[src/rtl/mem_port_arbiter_if.sv]
// Bus bundle between the pipeline fetch/data ports, the arbiter and the memory.
// The arbiter uses the slave view; the pipeline/memory side uses the master view.
interface mem_port_arbiter_if #(
  parameter int AW = 8,
  parameter int DW = 32
);
  logic          i_req;
  logic [AW-1:0] i_addr;
  logic          i_flush;
  logic          i_ack;
  logic [DW-1:0] i_rdata;
  logic          d_req;
  logic          d_we;
  logic [AW-1:0] d_addr;
  logic [DW-1:0] d_wdata;
  logic          d_ack;
  logic [DW-1:0] d_rdata;
  logic          bus_err;
  logic          if_stall;
  logic          mem_stall;
  logic          mem_req;
  logic          mem_we;
  logic [AW-1:0] mem_addr;
  logic [DW-1:0] mem_wdata;
  logic [DW-1:0] mem_rdata;
  logic          mem_ready;

  modport slave (
    input  i_req, i_addr, i_flush, d_req, d_we, d_addr, d_wdata, mem_rdata, mem_ready,
    output i_ack, i_rdata, d_ack, d_rdata, bus_err, if_stall, mem_stall,
           mem_req, mem_we, mem_addr, mem_wdata
  );

  modport master (
    output i_req, i_addr, i_flush, d_req, d_we, d_addr, d_wdata, mem_rdata, mem_ready,
    input  i_ack, i_rdata, d_ack, d_rdata, bus_err, if_stall, mem_stall,
           mem_req, mem_we, mem_addr, mem_wdata
  );
endinterface

[src/rtl/mem_port_arbiter.sv]
// Arbiter sharing one single-ported memory between instruction fetch and
// load/store. Data side has priority, but a pending fetch gets the port after
// MAX_DBURST consecutive data grants. A stalled access is aborted after
// TIMEOUT not-ready cycles with a one-cycle bus_err pulse.
module mem_port_arbiter #(
  parameter int MAX_DBURST = 3,
  parameter int TIMEOUT    = 15
) (
  input logic               clk,
  input logic               clr_n,
  mem_port_arbiter_if.slave bus
);

  localparam int BW = $clog2(MAX_DBURST + 1);
  localparam int TW = $clog2(TIMEOUT + 1);
  localparam logic [BW-1:0] BURST_MAX = BW'(MAX_DBURST);
  localparam logic [TW-1:0] TMO_LAST  = TW'(TIMEOUT - 1);

  typedef enum logic [1:0] {IDLE, BUSY_I, BUSY_D} state_t;

  state_t        state;
  state_t        next_state;
  logic          grant_i;
  logic          grant_d;
  logic          done;
  logic          tmo_hit;
  logic          kill_fetch;
  logic          flushed;
  logic [BW-1:0] burst_cnt;
  logic [TW-1:0] tmo_cnt;

  // The current not-ready cycle is the TIMEOUT-th one; a ready memory always wins.
  assign tmo_hit    = ~bus.mem_ready & (tmo_cnt == TMO_LAST);
  // A fetch flushed earlier in this access, or right now, must not be acknowledged.
  assign kill_fetch = flushed | bus.i_flush;
  assign bus.if_stall  = bus.i_req & ~bus.i_ack;
  assign bus.mem_stall = bus.d_req & ~bus.d_ack;

  // State register.
  always_ff @(posedge clk or negedge clr_n) begin
    if (!clr_n) state <= IDLE;
    else        state <= next_state;
  end

  // Grant decision in IDLE and completion/ack generation in the BUSY states.
  always_comb begin
    next_state  = state;
    grant_i     = 1'b0;
    grant_d     = 1'b0;
    done        = 1'b0;
    bus.i_ack   = 1'b0;
    bus.d_ack   = 1'b0;
    bus.i_rdata = '0;
    bus.d_rdata = '0;
    bus.bus_err = 1'b0;
    case (state)
      IDLE: begin
        if (bus.d_req && (burst_cnt < BURST_MAX || !bus.i_req)) begin
          grant_d    = 1'b1;
          next_state = BUSY_D;
        end else if (bus.i_req && !bus.i_flush) begin
          grant_i    = 1'b1;
          next_state = BUSY_I;
        end
      end
      BUSY_I: begin
        if (bus.mem_ready || tmo_hit) begin
          done        = 1'b1;
          next_state  = IDLE;
          bus.bus_err = tmo_hit;
          if (!kill_fetch) begin
            bus.i_ack = 1'b1;
            if (bus.mem_ready) bus.i_rdata = bus.mem_rdata;
          end
        end
      end
      BUSY_D: begin
        if (bus.mem_ready || tmo_hit) begin
          done        = 1'b1;
          next_state  = IDLE;
          bus.bus_err = tmo_hit;
          bus.d_ack   = 1'b1;
          if (bus.mem_ready && !bus.mem_we) bus.d_rdata = bus.mem_rdata;
        end
      end
      default: next_state = IDLE;
    endcase
  end

  // Memory request, direction, address and write data are latched at grant time.
  always_ff @(posedge clk or negedge clr_n) begin
    if (!clr_n) begin
      bus.mem_req   <= 1'b0;
      bus.mem_we    <= 1'b0;
      bus.mem_addr  <= '0;
      bus.mem_wdata <= '0;
    end else if (grant_d) begin
      bus.mem_req   <= 1'b1;
      bus.mem_we    <= bus.d_we;
      bus.mem_addr  <= bus.d_addr;
      bus.mem_wdata <= bus.d_wdata;
    end else if (grant_i) begin
      bus.mem_req   <= 1'b1;
      bus.mem_we    <= 1'b0;
      bus.mem_addr  <= bus.i_addr;
    end else if (done) begin
      bus.mem_req   <= 1'b0;
      bus.mem_we    <= 1'b0;
    end
  end

  // Counts consecutive data grants taken while a fetch is waiting.
  always_ff @(posedge clk or negedge clr_n) begin
    if (!clr_n)                                 burst_cnt <= '0;
    else if (!bus.i_req || grant_i)             burst_cnt <= '0;
    else if (grant_d && burst_cnt < BURST_MAX)  burst_cnt <= burst_cnt + BW'(1);
  end

  // Counts not-ready BUSY cycles; restarts on every new grant.
  always_ff @(posedge clk or negedge clr_n) begin
    if (!clr_n)                                     tmo_cnt <= '0;
    else if (grant_i || grant_d)                    tmo_cnt <= '0;
    else if (state != IDLE && !bus.mem_ready && !done) tmo_cnt <= tmo_cnt + TW'(1);
  end

  // Remembers a flush seen during the fetch so its completion is swallowed.
  always_ff @(posedge clk or negedge clr_n) begin
    if (!clr_n)                     flushed <= 1'b0;
    else if (state != BUSY_I || done) flushed <= 1'b0;
    else if (bus.i_flush)           flushed <= 1'b1;
  end

endmodule
[src/flat_wrapper.sv]
// flat-port wrapper written by rule: the top's interface ports become plain ports
module mem_port_arbiter_flat 
#(
  parameter int MAX_DBURST = 3,
  parameter int TIMEOUT    = 15
)
  (clk, clr_n, bus_i_req, bus_i_addr, bus_i_flush, bus_d_req, bus_d_we, bus_d_addr, bus_d_wdata, bus_mem_rdata, bus_mem_ready, bus_i_ack, bus_i_rdata, bus_d_ack, bus_d_rdata, bus_bus_err, bus_if_stall, bus_mem_stall, bus_mem_req, bus_mem_we, bus_mem_addr, bus_mem_wdata);
  mem_port_arbiter_if bus_i ();
  input logic clk;
  input logic clr_n;
  input wire logic [$bits(bus_i.i_req)-1:0] bus_i_req;
  input wire logic [$bits(bus_i.i_addr)-1:0] bus_i_addr;
  input wire logic [$bits(bus_i.i_flush)-1:0] bus_i_flush;
  input wire logic [$bits(bus_i.d_req)-1:0] bus_d_req;
  input wire logic [$bits(bus_i.d_we)-1:0] bus_d_we;
  input wire logic [$bits(bus_i.d_addr)-1:0] bus_d_addr;
  input wire logic [$bits(bus_i.d_wdata)-1:0] bus_d_wdata;
  input wire logic [$bits(bus_i.mem_rdata)-1:0] bus_mem_rdata;
  input wire logic [$bits(bus_i.mem_ready)-1:0] bus_mem_ready;
  output wire logic [$bits(bus_i.i_ack)-1:0] bus_i_ack;
  output wire logic [$bits(bus_i.i_rdata)-1:0] bus_i_rdata;
  output wire logic [$bits(bus_i.d_ack)-1:0] bus_d_ack;
  output wire logic [$bits(bus_i.d_rdata)-1:0] bus_d_rdata;
  output wire logic [$bits(bus_i.bus_err)-1:0] bus_bus_err;
  output wire logic [$bits(bus_i.if_stall)-1:0] bus_if_stall;
  output wire logic [$bits(bus_i.mem_stall)-1:0] bus_mem_stall;
  output wire logic [$bits(bus_i.mem_req)-1:0] bus_mem_req;
  output wire logic [$bits(bus_i.mem_we)-1:0] bus_mem_we;
  output wire logic [$bits(bus_i.mem_addr)-1:0] bus_mem_addr;
  output wire logic [$bits(bus_i.mem_wdata)-1:0] bus_mem_wdata;
  assign bus_i.i_req = bus_i_req;
  assign bus_i.i_addr = bus_i_addr;
  assign bus_i.i_flush = bus_i_flush;
  assign bus_i.d_req = bus_d_req;
  assign bus_i.d_we = bus_d_we;
  assign bus_i.d_addr = bus_d_addr;
  assign bus_i.d_wdata = bus_d_wdata;
  assign bus_i.mem_rdata = bus_mem_rdata;
  assign bus_i.mem_ready = bus_mem_ready;
  assign bus_i_ack = bus_i.i_ack;
  assign bus_i_rdata = bus_i.i_rdata;
  assign bus_d_ack = bus_i.d_ack;
  assign bus_d_rdata = bus_i.d_rdata;
  assign bus_bus_err = bus_i.bus_err;
  assign bus_if_stall = bus_i.if_stall;
  assign bus_mem_stall = bus_i.mem_stall;
  assign bus_mem_req = bus_i.mem_req;
  assign bus_mem_we = bus_i.mem_we;
  assign bus_mem_addr = bus_i.mem_addr;
  assign bus_mem_wdata = bus_i.mem_wdata;
  mem_port_arbiter #(.MAX_DBURST(MAX_DBURST), .TIMEOUT(TIMEOUT)) u_core (.clk(clk), .clr_n(clr_n), .bus(bus_i));
endmodule
[config.mk]
export PLATFORM = sky130hd
export DESIGN_NAME = mem_port_arbiter_flat
export DESIGN_NICKNAME = d
export VERILOG_FILES = /design/src/rtl/mem_port_arbiter_if.sv /design/src/rtl/mem_port_arbiter.sv /design/src/flat_wrapper.sv
export SDC_FILE = /design/constraint.sdc
export NUM_CORES = 1
export LEC_CHECK = 0
export CORE_MARGIN = 1.5
export CORE_UTILIZATION = 36
export DETAILED_ROUTE_END_ITERATION = 10
export PLACE_DENSITY_LB_ADDON = 0.2
export SLEW_MARGIN = 10
export SYNTH_ARGS = -nofsm -noshare
export SYNTH_HDL_FRONTEND = slang
export SYNTH_SLANG_ARGS = --single-unit
[constraint.sdc]
create_clock -name clk -period 2.1 [get_ports clk]
set_input_delay 0.63 -clock clk [delete_from_list [all_inputs] [get_ports clk]]
set_output_delay 0.63 -clock clk [all_outputs]
set_load 0.02 [all_outputs]
==> flow_summary.ini <==
[critical_path]
cp_cell_sequence = inv_2 > ha_2 > and3b_2 > buf_12 > and2_1 > buf_2
end_kind = output port
reg2reg_from = u_core.state[1]$_DFFE_PN0P_
r2r_cells = 7
worstPathArrival_ps = 1710
r2r-end = u_core.tmo_cnt[3]$_DFFE_PN0P_
cp_slowest_cell = dfrtp_1
crit_required_ps = 1470
crit_fanout = 16
slowest_delay_ps = 400
cp_num_buf_inv = 3
crit_type = reg -> out
crit_family = simple AND/OR/NAND/NOR gates
worst-r2r-setup-slack_ps = 190
worst-path-stages = 6
startpoint_type = flop

[outcome]
outcome = finished with violations
violations = setup timing

[sta]
fin_ws_ps = -237
report.final.hold_viol_count = 0
post-route-period-util_pct = 111
worst_pin_slew_ps = 462
period_needed_ps = 2340
slew_violations = 0
slew_headroom_pct = 69.2
whs_ps = 266
tns_ps = -11200
timing.clock.skew_ps = 8.30
rsz0062_at_grt = true
timing.fmax_mhz = 428
setup_viol = 69

[grt]
grt_pass1_vias = 2896
overflow = 0
grt.total_usage_pct = 21.7
grt_pass1_wl_um = 14900
grt_max_degree = 33
antenna_found_initial = 0

[logic_synthesis]
synth_top_area_share_pct = 43.6
synth_edf_count = 0
yosysTopAreaCell = dfrtp_1
yosys_warnings = 0
ys_seq_elements = 51
ys_types = 43
netlist_top_cells_count = 65 x and2_1, 51 x dfrtp_1, 29 x mux2_4, 12 x nand3_1, 12 x o21ai_0
syn_nets = 356
async_reset_ff_share_pct = 100
syn-cell-area_sq_mm = 0.00293
yosysMostFrequentCell = and2_1
synthTopCellsByArea = dfrtp_1 44%, mux2_4 15%, and2_1 14%
ys_seq_area_share_pct = 43.6
syn_inst = 263
synth_flop_cell = dfrtp_1
avgSynthCellArea_sq_um = 11.1

[die]
die_w_um = 93.2
die_area_sq_mm = 0.00868
num_rows = 32
pin_count = 198
fp.dieH_um = 93.2
start_util_pct = 37.5
core_area_sq_mm = 0.00781

[routing]
drtIter0Drc = 89
ant_nets = 0
vias = 2906
finalWirelength_um = 10100
drc_errors = 0
drtPass1Iterations = 4
viasPerCell = 4.84
wl_per_cell_um = 16.8

[power]
power_density_mw_per_mm2 = 1140
peakVddDrop_mv = 0.608
power.leakage_nw = 2.60

[cts]
root_buffer = clkbuf_8
cts_sinks = 51
h-tree-depth = 2
clk_pin_slew_worst_paths_ps = 100
cts_buffers = 5
clock_latency_ps = 300
cts_tree = done
clockBufferDepth = 2

[finish]
fin_util_pct = 72.2
final_nets = 590
regArea_sq_mm = 0.00128
finalInstanceArea_sq_mm = 0.00564
antenna_cells = 0
num-fill-cells = 588
synthToLayoutAreaGrowth_pct = 92.7
layout-drive-gt1-share_pct = 44.8
multi_input_area_sq_mm = 0.00170

[placed_design]
placedInstanceArea_sq_mm = 0.00523
io_buffer_count = 197
place_congestion = 0.835
pre_cts_slack_ps = -880
hpwl_um = 7310

[job]
maxCapViolCount = 0

[min_path]
hp-class = in -> async
-- worst max path at each step --
stage                                 from               to
2_1_floorplan                  bus_i_flush   bus_i_rdata[0]
3_3_place_gp                 bus_mem_ready   bus_d_rdata[1]
3_5_place_dp                   bus_i_flush  bus_i_rdata[25]
4_1_cts        u_core.state[1]$_DFFE_PN0P_  bus_i_rdata[26]
5_1_grt        u_core.state[1]$_DFFE_PN0P_   bus_d_rdata[0]
6_report       u_core.state[0]$_DFFE_PN0P_   bus_d_rdata[0]
-- where the power goes --
| group | internal, mW | total [mW] | switching (mW) |
|---|---|---|---|
| combinational | 2.25 | 4.11 | 1.86 |
| clock | 0.270 | 0.600 | 0.331 |
| sequential | 1.44 | 1.70 | 0.257 |
-- worst reg2reg max path, stage by stage (launching register included) --
cell and delay, ps:
dfrtp_1 420, inv_2 80, buf_6 120, ha_4 240
buf_4 140, and4_1 230, nor3_1 200, mux2_2 360
-- stage by stage --
stage	instances	total power, mW
finish	600	6.40
global route	600	6.77
CTS	601	6.22
detailed placement	584	5.54
global placement	584	5.47
floorplan	263	3.77
-- cell families (layout without fill, tap and decap cells) --
logic type,Yosys count,count (layout),synth area share (%)
flip-flops,51,51,43.6
AO/OA/AOI/OAI,42,42,9.32
multiplexers,34,34,16.8
adder cells (fa/ha/maj),6,6,2.57
XOR/XNOR,1,1,0.299
AND/OR/NAND/NOR,107,107,22.4
buffers and inverters,22,257,5.04
-- placed cells by master (no fill, tap or decap), types with 2 or more instances in the layout --
| cell type | synthesis | routed |
|---|---|---|
| and4_1 | 2 | 2 |
| clkdlybuf4s50_1 | 0 | 124 |
| ha_1 | 6 | 2 |
| a21oi_1 | 4 | 4 |
| nor3_1 | 2 | 2 |
| buf_12 | 3 | 3 |
| clkbuf_8 | 0 | 6 |
| nand2_1 | 3 | 3 |
| a31oi_1 | 8 | 8 |
| buf_2 | 3 | 13 |
| or3_1 | 2 | 2 |
| and2_4 | 0 | 46 |
| mux2_2 | 4 | 4 |
| inv_2 | 1 | 3 |
| and2_1 | 65 | 19 |
| buf_4 | 1 | 35 |
| inv_1 | 4 | 2 |
| ha_2 | 0 | 2 |
| o21ai_0 | 12 | 12 |
| buf_6 | 1 | 64 |
| a211oi_1 | 9 | 9 |
| ha_4 | 0 | 2 |
| nor2_1 | 6 | 4 |
| dfrtp_1 | 51 | 51 |
| and3_4 | 0 | 2 |
| nand3_1 | 12 | 11 |
| nor2b_1 | 5 | 3 |
| mux2_4 | 29 | 29 |
-- cell type report --
cell class	instances	area share (%)
flip-flops and latches	51	22.6
well taps	102	2.26
repair buffers	244	42.9
clock inverters	2	0.288
clock buffers	6	1.46
inverters	5	0.333
multi-input cells	190	30.2
-- routing by layer --
layer  part of all wire [%]  track usage, %  up-vias
met3                    5.3            4.47       16
li1                       -               -     1373
met1                     41            26.0     1420
met5                      0               0        -
met4                    1.3            4.29        0
met2                     52            40.1       97
-- repair_timing --
item	in CTS	in global routing
hold buffers	0	0
gates cloned	3	2
endpoints found under the setup margin	69	70
pin swaps	5	41
gates resized for setup	391	83
setup buffers	6	3
hold endpoints to repair	0	0
-- sequential cells by signal (all words and copies together) (netlist names) --
register / count
u_core.tmo_cnt: 4
u_core.bus.mem_we: 1
u_core.state: 2
u_core.bus.mem_wdata: 32
u_core.bus.mem_req: 1
u_core.burst_cnt: 2
u_core.flushed: 1
u_core.bus.mem_addr: 8
Note: power is estimated with default switching activity, not from simulation.
